**config.mk**
```make
export PLATFORM = sky130hd
export DESIGN_NAME = muldiv_unit
export DESIGN_NICKNAME = d
export VERILOG_FILES = /design/src/rtl/muldiv_unit.sv
export SDC_FILE = /design/constraint.sdc
export NUM_CORES = 1
export LEC_CHECK = 0
export BUFFER_PORTS_ARGS = -buffer_cell sky130_fd_sc_hd__buf_2
export CAP_MARGIN = 20
export CORE_ASPECT_RATIO = 0.7
export CORE_MARGIN = 5
export CORE_UTILIZATION = 25
export DETAILED_ROUTE_END_ITERATION = 10
export SETUP_SLACK_MARGIN = 0.05
export SLEW_MARGIN = 15
export SYNTH_ARGS = -nofsm -noshare
export SYNTH_HDL_FRONTEND = slang
export SYNTH_SLANG_ARGS = --single-unit
export TNS_END_PERCENT = 5
```
**constraint.sdc**
```tcl
create_clock -name clk -period 6.38 [get_ports clk]
set_clock_uncertainty 0.1 [all_clocks]
set_input_delay 0 -clock clk [delete_from_list [all_inputs] [get_ports clk]]
set_output_delay 0 -clock clk [all_outputs]
set_load 0.01 [all_outputs]
```
**src/rtl/muldiv_unit.sv**
```systemverilog
// muldiv_unit: iterative RV32M/RV64M multiply/divide unit, one bit per cycle.
// Shift-add multiply and restoring divide share a single 2*XLEN accumulator.
module muldiv_unit #(
    parameter int XLEN  = 32,
    parameter int CNT_W = $clog2(XLEN) + 1
) (
    input  logic            clk,
    input  logic            reset_n,
    input  logic            start,
    input  logic            flush,
    input  logic [2:0]      funct3,
    input  logic [XLEN-1:0] src_a,
    input  logic [XLEN-1:0] src_b,
    output logic            busy,
    output logic            done,
    output logic [XLEN-1:0] result
);

    typedef enum logic [1:0] {
        IDLE = 2'd0,
        MUL  = 2'd1,
        DIV  = 2'd2,
        FIN  = 2'd3
    } state_t;

    localparam logic [CNT_W-1:0] CNT_LOAD = CNT_W'(XLEN);
    localparam logic [CNT_W-1:0] CNT_ONE  = {{(CNT_W-1){1'b0}}, 1'b1};

    state_t            state_r, state_next_s;
    logic [1:0]        op_sel_r;
    logic              a_neg_r, b_neg_r;
    logic [XLEN-1:0]   op_r;
    logic [2*XLEN-1:0] acc_r;
    logic [CNT_W-1:0]  cnt_r;
    logic              busy_r, done_r;
    logic [XLEN-1:0]   result_r;

    logic              a_signed_s, b_signed_s, a_neg_s, b_neg_s;
    logic              div_zero_s, div_ovf_s;
    logic              load_s, step_s, last_s;
    logic [XLEN:0]     mul_sum_s, rem_sh_s;
    logic [2*XLEN-1:0] mul_nxt_s, prod_s, div_nxt_s;
    logic [XLEN-1:0]   div_diff_s, quot_s, rem_s;
    logic [XLEN-1:0]   fast_res_s, fin_res_s, res_next_s;

    function automatic logic [XLEN-1:0] magnitude(input logic [XLEN-1:0] v, input logic neg);
        return neg ? -v : v;
    endfunction

    // Operand signedness and the divide corner cases that bypass iteration
    always_comb begin
        a_signed_s = (funct3 == 3'b001) || (funct3 == 3'b010) ||
                     (funct3 == 3'b100) || (funct3 == 3'b110);
        b_signed_s = (funct3 == 3'b001) || (funct3 == 3'b100) || (funct3 == 3'b110);
        a_neg_s    = a_signed_s && src_a[XLEN-1];
        b_neg_s    = b_signed_s && src_b[XLEN-1];
        div_zero_s = funct3[2] && (src_b == {XLEN{1'b0}});
        div_ovf_s  = funct3[2] && !funct3[0] &&
                     (src_a == {1'b1, {(XLEN-1){1'b0}}}) && (src_b == {XLEN{1'b1}});
        if (div_zero_s) begin
            fast_res_s = funct3[1] ? src_a : {XLEN{1'b1}};
        end else begin
            fast_res_s = funct3[1] ? {XLEN{1'b0}} : src_a;
        end
    end

    // One iteration of each algorithm plus the sign-fixed final result
    always_comb begin
        mul_sum_s = {1'b0, acc_r[2*XLEN-1:XLEN]};
        if (acc_r[0]) begin
            mul_sum_s = {1'b0, acc_r[2*XLEN-1:XLEN]} + {1'b0, op_r};
        end else begin
            mul_sum_s = {1'b0, acc_r[2*XLEN-1:XLEN]};
        end
        mul_nxt_s = {mul_sum_s, acc_r[XLEN-1:1]};
        prod_s    = (a_neg_r ^ b_neg_r) ? -mul_nxt_s : mul_nxt_s;

        // Remainder shifted left with the next dividend bit; compared at XLEN+1 bits
        rem_sh_s   = acc_r[2*XLEN-1:XLEN-1];
        div_diff_s = rem_sh_s[XLEN-1:0] - op_r;
        if (rem_sh_s >= {1'b0, op_r}) begin
            div_nxt_s = {div_diff_s, acc_r[XLEN-2:0], 1'b1};
        end else begin
            div_nxt_s = {acc_r[2*XLEN-2:0], 1'b0};
        end
        quot_s = (a_neg_r ^ b_neg_r) ? -div_nxt_s[XLEN-1:0] : div_nxt_s[XLEN-1:0];
        rem_s  = a_neg_r ? -div_nxt_s[2*XLEN-1:XLEN] : div_nxt_s[2*XLEN-1:XLEN];

        if (state_r == MUL) begin
            fin_res_s = (op_sel_r == 2'b00) ? prod_s[XLEN-1:0] : prod_s[2*XLEN-1:XLEN];
        end else begin
            fin_res_s = op_sel_r[1] ? rem_s : quot_s;
        end
        if (state_r == IDLE) begin
            res_next_s = fast_res_s;
        end else begin
            res_next_s = fin_res_s;
        end
    end

    // Next-state logic; the result is captured on the edge into FIN so done and result coincide
    always_comb begin
        state_next_s = state_r;
        load_s       = 1'b0;
        step_s       = 1'b0;
        last_s       = (cnt_r == CNT_ONE);
        case (state_r)
            IDLE: begin
                if (flush) begin
                    state_next_s = IDLE;
                end else if (start) begin
                    load_s = 1'b1;
                    if (div_zero_s || div_ovf_s) begin
                        state_next_s = FIN;
                    end else if (funct3[2]) begin
                        state_next_s = DIV;
                    end else begin
                        state_next_s = MUL;
                    end
                end else begin
                    state_next_s = IDLE;
                end
            end
            MUL, DIV: begin
                if (flush) begin
                    state_next_s = IDLE;
                end else begin
                    step_s = 1'b1;
                    if (last_s) begin
                        state_next_s = FIN;
                    end else begin
                        state_next_s = state_r;
                    end
                end
            end
            FIN:     state_next_s = IDLE;
            default: state_next_s = IDLE;
        endcase
    end

    // State register
    always_ff @(posedge clk or negedge reset_n) begin
        if (!reset_n) begin
            state_r <= IDLE;
        end else begin
            state_r <= state_next_s;
        end
    end

    // Operand latch and iterative accumulator
    always_ff @(posedge clk or negedge reset_n) begin
        if (!reset_n) begin
            op_sel_r <= 2'b00;
            a_neg_r  <= 1'b0;
            b_neg_r  <= 1'b0;
            op_r     <= {XLEN{1'b0}};
            acc_r    <= {(2*XLEN){1'b0}};
            cnt_r    <= {CNT_W{1'b0}};
        end else if (load_s) begin
            op_sel_r <= funct3[1:0];
            a_neg_r  <= a_neg_s;
            b_neg_r  <= b_neg_s;
            cnt_r    <= CNT_LOAD;
            if (funct3[2]) begin
                op_r  <= magnitude(src_b, b_neg_s);
                acc_r <= {{XLEN{1'b0}}, magnitude(src_a, a_neg_s)};
            end else begin
                op_r  <= magnitude(src_a, a_neg_s);
                acc_r <= {{XLEN{1'b0}}, magnitude(src_b, b_neg_s)};
            end
        end else if (step_s) begin
            cnt_r <= cnt_r - CNT_ONE;
            acc_r <= (state_r == MUL) ? mul_nxt_s : div_nxt_s;
        end
    end

    // Registered handshake outputs and result hold
    always_ff @(posedge clk or negedge reset_n) begin
        if (!reset_n) begin
            busy_r   <= 1'b0;
            done_r   <= 1'b0;
            result_r <= {XLEN{1'b0}};
        end else begin
            busy_r <= (state_next_s != IDLE);
            done_r <= (state_next_s == FIN);
            if (state_next_s == FIN) begin
                result_r <= res_next_s;
            end
        end
    end

    assign busy   = busy_r;
    assign done   = done_r;
    assign result = result_r;

endmodule
```
==> results.py, run 1 <==
metrics = {
    "run_status": {
        "status": "complete, no violations",
    },
    "place": {
        "portBuffers": 104,
        "hpwlAfterDp_um": 62900,
        "gp_congestion": 0.991,
        "postPlaceCellArea_um2": 19500,
        "dp_cells": 3492,
    },
    "sta": {
        "drv_slew": 0,
        "setup_viol_count_final": 0,
        "hold_violations": 0,
        "fin_setup_tns_ps": 0,
        "fin_crit_ps": 5890,
        "period_share": 0.923,
        "relSlewSlack": 0.275,
        "clock.fmax_ghz": 0.170,
        "whs_ps": 18.1,
        "worst_pin_slew_ps": 1080,
        "rsz0062_at_grt": "false",
    },
    "hold_path": {
        "hold_path.class": "input port to flop",
        "hold_path_depth": 6,
        "worstHoldStart": "src_b[19]",
    },
    "global_routing": {
        "antenna_found_initial": 3,
        "grt_pass1_vias": 18000,
        "grt_overflow_total": 0,
        "grt_max_degree": 88,
        "grt_usage": 0.199,
        "grt_pass1_wl_um": 118000,
    },
    "route": {
        "via_per_inst": 5.79,
        "drt-pass1-iter-count": 6,
        "vias": 20600,
        "avgRoutedWirePerCell_um": 22.7,
        "ant_nets": 0,
        "drt_iter0_markers": 2870,
        "drc": 0,
        "wl_um": 80600,
    },
    "clock_tree": {
        "clock_latency_ps": 460,
        "postCtsSetupBuffers": 0,
        "clockBufferDepth": 2,
        "clk_pin_slew_ps": 70,
        "htree_num_levels": 4,
        "clkSinkCount": 142,
        "cts_root_buf": "clkbuf_16",
        "cts_tree": "done",
        "cts_buffers": 17,
    },
    "yosys": {
        "synthArstFlopShare": 1.00,
        "synth_ff_type": "dfrtp_1",
        "ys_seq_area_frac": 0.197,
        "ys_seq_elements": 142,
        "syn_area_um2": 18000,
        "synth_fp_nets": 2687,
        "syn_avg_cell_area_um2": 7.08,
        "synth_warnings": 0,
        "ys_types": 99,
        "syn_inst": 2540,
        "synth_enable_flop_cells": 0,
    },
    "floorplanning": {
        "die_h_um": 234,
        "core_um2": 71400,
        "initial_core_util": 0.252,
        "placement_rows": 82,
        "io_pins": 105,
        "die_area_um2": 77500,
        "fp.dieW_um": 331,
    },
    "setup_path": {
        "cp.required_ps": 6620,
        "crit_path_max_fanout": 14,
        "r2r-start": "acc_r[37]",
        "arrival_ps": 6120,
        "worstSetupStartpoint": "acc_r[37]",
        "ff2ff_path_depth": 18,
        "start_kind": "flop",
        "critPathCaptureType": "flop",
        "path_class": "flop to flop",
    },
    "power_and_ir_drop": {
        "p_leak_nw": 8.30,
        "ir_drop_uv": 224,
        "powerDensity_nw_per_um2": 320,
    },
    "final_layout": {
        "final_cells": 3559,
        "syn2layout_area_growth_pct": 13.8,
        "fillers": 7883,
        "drive_gt1_frac": 0.103,
        "nNetsFinal": 2726,
        "post-route-cell-area_um2": 20500,
        "fin_util": 0.287,
    },
    "run": {
        "max_cap_violations": 0,
    },
}
## cell usage after synthesis (all sizes together) (7+ instances only)
cell type / instances / area share
nor2: 283 / 0.059
nand2: 280 / 0.059
a21oi: 273 / 0.076
o21ai: 189 / 0.053
dfrtp: 142 / 0.20
clkbuf: 138 / 0.029
xnor2: 109 / 0.053
inv: 77 / 0.016
nor3: 77 / 0.021
xor2: 76 / 0.037
ha: 74 / 0.051
mux2i: 67 / 0.037
nand3: 55 / 0.015
o211ai: 55 / 0.024
or3: 42 / 0.016
buf: 39 / 0.010
a211oi: 38 / 0.016
o31ai: 37 / 0.016
nand4: 36 / 0.013
nor4: 30 / 0.012
a31oi: 29 / 0.010
a21o: 28 / 0.012
o21a: 28 / 0.012
or4: 24 / 0.010
and2: 21 / 0.0073
nand2b: 19 / 0.0066
or2: 18 / 0.0063
o22ai: 17 / 0.0059
and4: 16 / 0.0078
and3: 15 / 0.0053
o41ai: 14 / 0.0076
a22o: 12 / 0.0058
mux2: 10 / 0.0063
nor3b: 10 / 0.0042
a211o: 9 / 0.0044
a21boi: 9 / 0.0038
nor2b: 9 / 0.0031
a311oi: 8 / 0.0039
a221oi: 7 / 0.0034
nand4b: 7 / 0.0042
o211a: 7 / 0.0039
o21bai: 7 / 0.0029
## area by class of cell
cell class | count | area (um2) | share of cell area
multi-input cells | 2143 | 13500 | 0.660
flip-flops and latches | 142 | 3550 | 0.174
repair buffers | 198 | 1320 | 0.0644
well taps | 966 | 1210 | 0.0591
clock buffers | 24 | 482 | 0.0235
inverters | 77 | 289 | 0.0141
clock inverters | 7 | 110 | 0.00538
diodes | 2 | 5.00 | 0.000245
## worst paths after layout
| kind | slack, ps | endpoint |
|---|---|---|
| worst max-delay path | 490 | result[30] |
| worst min-delay path | 20 | acc_r[19] |
| worst max register to register | 490 | result[30] |
| worst min register to register | 370 | result[0] |
| max in group asynchronous | 4560 | acc_r[0] |
| min in group asynchronous | 100 | result[2] |
## registers in the layout (all words and copies together) (netlist names)
name	cells
acc_r	64
op_r	32
result	32
cnt_r	6
op_sel_r	2
state_r	2
a_neg_r	1
b_neg_r	1
busy	1
done	1
## repair_timing
item | 4_1_cts | 5_1_grt
endpoints found under the hold margin | 126 | 0
setup endpoints to repair | 0 | 3
gates resized for setup | 0 | 1
hold buffers | 33 | 0
## cell families after synthesis
| group | synth area share |
|---|---|
| buffers and inverters | 0.0558 |
| and+or+nand+nor | 0.258 |
| adders and majority gates | 0.0537 |
| muxes | 0.0435 |
| AOI/OAI and AO/OA | 0.302 |
| DFF | 0.197 |
| xor gates and xnor gates | 0.0901 |
## stage by stage
stage / worst slack, ps / total power [mW]
after floorplan: 886 / 4.09
after global placement: 637 / 5.27
after detailed placement: 531 / 5.28
after CTS: 448 / 6.41
after global routing: 152 / 6.92
final: 492 / 6.55
## metal layers
layer / vias to the layer above / track usage / part of all wire
met5: - / 0.0174 / 0.0027
li1: 9454 / - / -
met3: 97 / 0.0640 / 0.13
met1: 9868 / 0.313 / 0.47
met4: 6 / 0.0506 / 0.023
met2: 1199 / 0.251 / 0.37
## critical path: stages (launching register included)
cell     delay, ps
dfrtp_1        490
ha_1           480
a21oi_1        150
o21ai_1        340
a22oi_1        200
a311o_1        430
nand2_2        120
buf_4          230
nand2_1         70
o21ai_0        140
ha_1           250
inv_1           60
or4b_2         740
or3_4          380
o21ai_2        240
or4b_1         650
nor4b_2        360
mux2i_1        220
nand4_1         90
## report_power, final
part | leakage (nW) | total [mW] | internal (mW) | switching, mW
clock network | 0.294 | 1.11 | 0.643 | 0.465
logic | 6.22 | 4.07 | 1.45 | 2.62
registers | 1.78 | 1.38 | 1.09 | 0.286
## cells in the final DEF (no fill, tap or decap), types with 33 or more instances in the layout
master	instances
nand3_1	55
o21ai_0	185
inv_1	74
mux2i_1	67
a211oi_1	36
dlygate4sd3_1	33
xor2_1	75
nor3_1	76
buf_2	102
a21oi_1	272
buf_4	61
or3_1	38
o31ai_1	36
nor2_1	280
nand2_1	278
xnor2_1	108
nand4_1	36
ha_1	73
dfrtp_1	141
o211ai_1	53
No activity file was read; power rests on OpenSTA's default activity.
==> run 2, diff against run 1 <==
- clock period: 6.38 -> 5.6 ns (I/O delays scaled with it)
==> results.py, run 2 (synthesis gave the netlist of run 1 again) <==
metrics = {
    "clock_tree": {
        "clk_pin_slew_ps": 70,
        "cts_root_buf": "clkbuf_16",
        "cts_buffers": 17,
        "clock_latency_ps": 480,
        "htree_num_levels": 4,
        "postCtsSetupBuffers": 0,
        "clockBufferDepth": 2,
        "clkSinkCount": 142,
        "cts_tree": "done",
    },
    "global_routing": {
        "grt_pass1_wl_um": 121000,
        "grt_pass1_vias": 18500,
        "grt_max_degree": 85,
        "grt_usage": 0.204,
        "antenna_found_initial": 2,
        "grt_overflow_total": 0,
    },
    "power_and_ir_drop": {
        "ir_drop_uv": 256,
        "p_leak_nw": 8.72,
        "powerDensity_nw_per_um2": 368,
    },
    "setup_path": {
        "cp_cell_sequence": "inv_1 -> ha_1 -> and4_4 -> and2_1 -> o211ai_1 -> a311o_1 -> nand2_2 -> buf_12 -> nand2_1 -> o21ai_0 -> ha_1 -> inv_1 -> or4b_2 -> or3_4 -> o21ai_2 -> or4b_4 -> nor4b_2 -> mux2i_1 -> nand4_1",
        "critical-path-top-delay-family": "simple AND/OR/NAND/NOR gates",
        "crit_path_max_fanout": 29,
        "cpMaxStageDelayCell": "or4b_2",
        "path_class": "flop to flop",
        "critPathCaptureType": "flop",
        "max_stage_delay_ps": 720,
        "crit_buf_inv": 3,
        "start_kind": "flop",
        "cp.required_ps": 5840,
        "arrival_ps": 5540,
    },
    "sta": {
        "clock.fmax_ghz": 0.188,
        "relSlewSlack": 0.221,
        "fin_setup_tns_ps": 0,
        "hold_violations": 0,
        "worst_pin_slew_ps": 1160,
        "fin_crit_ps": 5310,
        "drv_slew": 0,
        "setup_viol_count_final": 0,
        "whs_ps": 13.2,
        "rsz0062_at_grt": "false",
        "period_share": 0.947,
    },
    "route": {
        "via_per_inst": 5.75,
        "ant_nets": 0,
        "avgRoutedWirePerCell_um": 22.6,
        "drt_iter0_markers": 3049,
        "drt-pass1-iter-count": 8,
        "drc": 0,
        "wl_um": 82200,
        "vias": 20900,
    },
    "final_layout": {
        "final_common_cell": "nor2_1",
        "nNetsFinal": 2806,
        "post-route-cell-area_um2": 21200,
        "syn2layout_area_growth_pct": 17.7,
        "largest_reg_flops": 64,
        "final_cell_mix": "nor2_1, nand2_1, a21oi_1",
        "antenna_cells": 0,
        "drive_gt1_frac": 0.134,
        "final_cells": 3638,
        "largest_register": "acc_r",
        "fin_util": 0.297,
    },
    "floorplanning": {
        "core_um2": 71400,
        "initial_core_util": 0.252,
        "placement_rows": 82,
        "fp.dieW_um": 331,
        "die_h_um": 234,
        "io_pins": 105,
        "die_area_um2": 77500,
    },
    "run_status": {
        "status": "complete, no violations",
    },
    "place": {
        "postPlaceCellArea_um2": 20100,
        "hpwlAfterDp_um": 65300,
        "dp_cells": 3568,
        "portBuffers": 104,
        "gp_congestion": 1.00,
    },
    "run": {
        "max_cap_violations": 0,
    },
    "hold_path": {
        "hold_path.class": "input port to flop",
    },
}
[run 2: cell count changes in the layout (fill, tap and decap cells not counted), sizes merged, moves of 2 or more]
cell	change
buf	+77
clkbuf	-2
clkinv	-2
clkinvlp	+3
diode	-2
dlygate4sd3	+4
[run 2: cell type report]
class	count	area, um2
repair buffers	278	1940
flip-flops and latches	142	3550
fillers	7776	50200
clock inverters	9	156
inverters	77	289
multi-input cells	2143	13500
clock buffers	23	488
well taps	966	1210
[run 2: tightest hold or removal path, cell delays in order]
cell     delay, ps
buf_2          110
xnor2_1        140
a21oi_1         70
a21oi_1        150
a21oi_1         80
[run 2: timing repair]
| item | 4_1_cts | 5_1_grt |
|---|---|---|
| gates resized for setup | 1 | 16 |
| endpoints found under the setup margin | 1 | 7 |
| hold buffers | 37 | 0 |
| hold endpoints to repair | 115 | 0 |
[run 2: metal layers]
| metal | GRT usage | part of all wire | vias up |
|---|---|---|---|
| li1 | - | - | 9589 |
| met1 | 0.324 | 0.48 | 10100 |
| met2 | 0.270 | 0.38 | 1180 |
| met3 | 0.0583 | 0.12 | 68 |
| met4 | 0.0315 | 0.013 | 0 |
| met5 | 0 | 0 | - |
[run 2: per-stage QoR]
stage	power [mW]	setup WS (ps)
after floorplan	4.66	106
after global placement	6.22	172
after detailed placement	6.22	86.9
after CTS	7.59	114
after global routing	8.20	36.4
final	7.78	295
[run 2: final timing paths]
| path | startpoint | end | slack [ps] | cells past startpoint |
|---|---|---|---|---|
| max reg2reg | op_r[10] | result[30] | 290 | 19 |
| min in group asynchronous | reset_n | result[2] | 20 | 2 |
| min reg2reg | result[13] | result[13] | 370 | 1 |
| max in group asynchronous | reset_n | acc_r[39] | 3910 | 3 |
| min | src_a[25] | acc_r[25] | 10 | 5 |
| max | op_r[10] | result[30] | 290 | 19 |
[run 2: power breakdown]
group | switching [mW] | total [mW] | internal (mW)
Combinational | 3.09 | 4.92 | 1.83
Sequential | 0.295 | 1.54 | 1.24
Clock | 0.532 | 1.33 | 0.793
Total | 3.92 | 7.78 | 3.87
